===== config.mk =====
export PLATFORM = sky130hd
export DESIGN_NAME = prime_sweep_ctrl
export DESIGN_NICKNAME = d
export VERILOG_FILES = /design/src/rtl/prime_sweep_pkg.sv /design/src/rtl/prime_sweep_ctrl.sv
export SDC_FILE = /design/constraint.sdc
export NUM_CORES = 1
export LEC_CHECK = 0
export CORE_ASPECT_RATIO = 0.9
export CORE_MARGIN = 2
export CORE_UTILIZATION = 47
export CTS_CLUSTER_SIZE = 24
export DETAILED_ROUTE_END_ITERATION = 7
export PLACE_DENSITY = 0.78
export SLEW_MARGIN = 20
export SYNTH_ARGS = -nofsm -noshare
export SYNTH_HDL_FRONTEND = slang
export SYNTH_SLANG_ARGS = --single-unit

===== constraint.sdc =====
create_clock -name clk -period 1.8 [get_ports clk]
set_input_delay 0.36 -clock clk [delete_from_list [all_inputs] [get_ports clk]]
set_output_delay 0.36 -clock clk [all_outputs]
set_load 0.01 [all_outputs]

===== src/rtl/prime_sweep_pkg.sv =====
// Shared types and constants for the prime detector self-test sequencer.
package prime_sweep_pkg;

    typedef enum logic [1:0] {
        IDLE,
        DRIVE,
        SAMPLE,
        DONE
    } sweep_state_t;

    // Expected detector response for codes 0..7: primes 2, 3, 5 and 7.
    localparam logic [7:0] PRIME3_GOLDEN = 8'hAC;

endpackage


===== src/rtl/prime_sweep_ctrl.sv =====
// Sweeps every code onto the prime detector, captures its response per code,
// counts primes and flags any disagreement with the golden mask.
module prime_sweep_ctrl
    import prime_sweep_pkg::*;
#(
    parameter int                      WIDTH         = 3,
    parameter int                      SETTLE_CYCLES = 2,
    parameter logic [(1<<WIDTH)-1:0]   EXPECTED_MASK = PRIME3_GOLDEN
) (
    input  logic                  clk,
    input  logic                  rst_n,
    input  logic                  start,
    output logic [WIDTH-1:0]      code,
    input  logic                  p_in,
    output logic                  busy,
    output logic                  done,
    output logic [(1<<WIDTH)-1:0] prime_mask,
    output logic [WIDTH:0]        prime_count,
    output logic                  mismatch
);

    localparam int N  = 1 << WIDTH;
    localparam int CW = (SETTLE_CYCLES > 1) ? $clog2(SETTLE_CYCLES) : 1;

    localparam logic [CW-1:0]    CNT_LAST  = CW'(SETTLE_CYCLES - 1);
    localparam logic [WIDTH-1:0] CODE_LAST = WIDTH'(N - 1);

    sweep_state_t     state_q, state_d;
    logic [CW-1:0]    cnt_q, cnt_d;
    logic [WIDTH-1:0] code_q, code_d;
    logic [N-1:0]     mask_q, mask_d;
    logic [WIDTH:0]   count_q, count_d;
    logic             mism_q, mism_d;
    logic             busy_q, done_q;

    // p_in is only read in SAMPLE so an undriven or toggling detector
    // cannot disturb the results between samples.
    always_comb begin
        state_d = state_q;
        cnt_d   = cnt_q;
        code_d  = code_q;
        mask_d  = mask_q;
        count_d = count_q;
        mism_d  = mism_q;
        case (state_q)
            IDLE, DONE: begin
                if (start) begin
                    state_d = DRIVE;
                    cnt_d   = '0;
                    code_d  = '0;
                    mask_d  = '0;
                    count_d = '0;
                    mism_d  = 1'b0;
                end
            end
            DRIVE: begin
                if (cnt_q < CNT_LAST) begin
                    cnt_d = cnt_q + CW'(1);
                end else begin
                    state_d = SAMPLE;
                end
            end
            SAMPLE: begin
                mask_d[code_q] = p_in;
                count_d        = count_q + {{WIDTH{1'b0}}, p_in};
                if (code_q == CODE_LAST) begin
                    state_d = DONE;
                    mism_d  = (mask_d != EXPECTED_MASK);
                end else begin
                    state_d = DRIVE;
                    code_d  = code_q + WIDTH'(1);
                    cnt_d   = '0;
                end
            end
            default: state_d = IDLE;
        endcase
    end

    // busy/done are registered from the next state so they line up with it.
    always_ff @(posedge clk or negedge rst_n) begin
        if (!rst_n) begin
            state_q <= IDLE;
            cnt_q   <= '0;
            code_q  <= '0;
            mask_q  <= '0;
            count_q <= '0;
            mism_q  <= 1'b0;
            busy_q  <= 1'b0;
            done_q  <= 1'b0;
        end else begin
            state_q <= state_d;
            cnt_q   <= cnt_d;
            code_q  <= code_d;
            mask_q  <= mask_d;
            count_q <= count_d;
            mism_q  <= mism_d;
            busy_q  <= (state_d == DRIVE) || (state_d == SAMPLE);
            done_q  <= (state_d == DONE);
        end
    end

    assign code        = code_q;
    assign busy        = busy_q;
    assign done        = done_q;
    assign prime_mask  = mask_q;
    assign prime_count = count_q;
    assign mismatch    = mism_q;

endmodule

==> results.cfg <==
[run_status]
run_status = completed

[logic_synthesis]
yosysWarningCount = 0
synth.yosys.seq_area_share_pct = 38.64
yosysUniqueCellTypes = 42
synth_edf_count = 0
syn_area_mm2 = 0.001360
ys_ff_latch = 21
synth_cells = 148
synth_fp_nets = 159
ys_async_sr_fraction_pct = 100.0
avgSynthCellArea_um2 = 9.190
ys.flop_type = dfrtp_1

[route]
antenna_left = 0
drt_wl_total_um = 3192
wl_per_cell_um = 14.58
drc = 0
drt-vias-per-instance = 5.626
drt_iter0_drc = 105
vias = 1232
first_pass_iters = 4

[layout]
syn_to_final_growth_pct = 28.33
layout.nets = 191
drive_gt1_share_pct = 16.20
finalCoreUtilization_pct = 63.52
antenna_cells = 0

[timing]
rsz0062_at_grt = false
period_needed_ps = 1689
worstMarginPinSlew_ps = 383.1
fmax_mhz = 592.0
hold_viol_final = 0
relSlewSlack_pct = 74.13
final.setup.worst_slack_ps = 110.9
min_period_over_period_pct = 93.84
finClkSkew_ps = 2.806
setup_viol = 0
slew_violations = 0

[critical_path]
ff2ff_setup_slack_ps = 110
path_max_fanout = 3
rr_worst_depth = 7
worstReg2RegEnd = busy
critPathRequiredTime_ps = 2000
critPathKind = reg -> reg
end_kind = flip-flop
reg2reg_from = code[0]
cp_data_arrival_time_ps = 1890
critPathLaunchType = flip-flop

[placed_design]
dp_slack_ps = -109.6
io_buffer_count = 21
dpl.hpwl_um = 2338
gp_congestion = 0.8556

[floorplan]
die_w_um = 60.71
rows = 18
dieArea_mm2 = 0.003341
core_mm2 = 0.002748
start_util_pct = 49.50
io_pins = 22
die_h_um = 55.04

[cts]
root_buffer = clkbuf_4
cts_max_level = 1
cts-buffers-inserted = 3
cts_tree = yes
cts_sinks = 21
clk_pin_slew_ps = 120
insertion_delay_ps = 310
ctsLongestPathBuffers = 2

[run]
maxCapViolations = 0

[global_routing]
grtUsageTotal_pct = 21.23
antenna_found_initial = 0
grt_pass1_wl_um = 5195
grt_max_degree = 23
grt.overflow.total = 0
grt_pass1_vias = 1101

[pwr]
vdd_drop_max_v = 0.001004
p_leak_uw = 0.0008021
power_density_mw_per_mm2 = 1239

[min_path]
hold_path_class = in -> async
critical path: stages (launching register included):
cell      delay [ps]
dfrtp_1          400
ha_1             170
ha_1             210
a21oi_1           90
nor2_1            90
nor2_1            40
a221oi_1         290
ha_1             290
registers in the layout (all words and copies together), names as in the netlist:
| register | count |
|---|---|
| code | 3 |
| busy | 1 |
| mismatch | 1 |
| cnt_q | 1 |
| state_q | 2 |
| done | 1 |
| prime_count | 4 |
| prime_mask | 8 |
timing repair:
item | 4_1_cts | 5_1_grt
hold buffers | 0 | 0
pin swaps | 0 | 0
buffers inserted | 0 | 0
resized for setup | 5 | 5
endpoints found under the hold margin | 0 | 0
setup endpoints to repair | 6 | 5
cells in the mapped netlist (2+ instances only):
| master | instances | area, µm² |
|---|---|---|
| a21oi_1 | 6 | 30.03 |
| a22o_1 | 8 | 70.07 |
| a31oi_1 | 2 | 12.51 |
| and3_1 | 3 | 18.77 |
| buf_2 | 7 | 35.03 |
| buf_6 | 2 | 22.52 |
| dfrtp_1 | 21 | 525.5 |
| ha_1 | 7 | 87.58 |
| inv_1 | 8 | 30.03 |
| mux2i_1 | 3 | 30.03 |
| nand2_1 | 17 | 63.81 |
| nand2b_1 | 3 | 18.77 |
| nand3_1 | 5 | 25.02 |
| nor2_1 | 9 | 33.78 |
| nor2b_1 | 4 | 25.02 |
| nor3_1 | 6 | 30.03 |
| o21ai_0 | 7 | 35.03 |
| o22ai_1 | 4 | 25.02 |
| o2bb2ai_1 | 3 | 26.28 |
layout by cell type (no fill, tap or decap), drive strengths merged, types with 5 or more instances in the layout:
| cell | Yosys | routed |
|---|---|---|
| a21oi | 6 | 6 |
| a22o | 8 | 8 |
| buf | 10 | 17 |
| clkdlybuf4s50 | 0 | 18 |
| dfrtp | 21 | 21 |
| ha | 7 | 7 |
| inv | 8 | 8 |
| nand2 | 17 | 17 |
| nand3 | 5 | 5 |
| nor2 | 9 | 9 |
| nor3 | 6 | 6 |
| o21ai | 8 | 8 |
power by group:
part	switching, µW	internal [µW]	leakage, µW	total, µW
Combinational	673	617	0.000505	1290
Sequential	69.8	572	0.000282	642
Clock	145	86.5	0.0000150	231
Total	888	1280	0.000802	2160
layer usage:
metal	global-route usage, %	wire, µm	vias to the layer above
li1	-	-	598
met1	29.18	1468	592
met2	35.48	1545	37
met3	2.326	140	5
met4	6.522	38	0
met5	0	0	-
cell families (layout without fill, tap and decap cells):
kind of cell	count (synthesis)	count (layout)	synth area share (%)
fa+ha+maj	7	7	6.439
simple gates	54	54	20.33
compound gates	41	41	21.53
buf+inv	19	50	7.267
mux	6	6	5.795
flops	21	21	38.64
how the worst max path moves through the flow:
| stage | startpoint | end | slack [ps] | cells after the start |
|---|---|---|---|---|
| after floorplan | state_q[0] | busy | 20 | 9 |
| after global placement | p_in | mismatch | -70 | 5 |
| after detailed placement | p_in | mismatch | -110 | 5 |
| after CTS | code[0] | code[0] | 2 | 2 |
| after global routing | code[0] | busy | 10 | 7 |
| final | code[0] | busy | 110 | 7 |
metrics by stage:
| step | instances | hold WS (ps) | total power [µW] | cell area [µm²] | setup TNS (ps) |
|---|---|---|---|---|---|
| 2_1_floorplan | 148 | 64.41 | 1464 | 1363 | 0 |
| 5_1_grt | 219 | 409.4 | 2321 | 1745 | 0 |
| 4_1_cts | 219 | 394.6 | 2136 | 1724 | 0 |
| 6_report | 219 | 390.5 | 2163 | 1745 | 0 |
| 3_5_place_dp | 215 | 509.1 | 1865 | 1680 | -109.6 |
| 3_3_place_gp | 215 | 505.0 | 1814 | 1680 | -67.55 |
area by class of cell:
class,count,area (µm²)
clock buffer,4,26.28
sequential,21,526.8
fill,247,1002
multi-input combinational,108,752.0
tap,40,50.05
inverter,8,30.03
timing repair buffer,38,360.3
(Power assumes the default switching activity.)
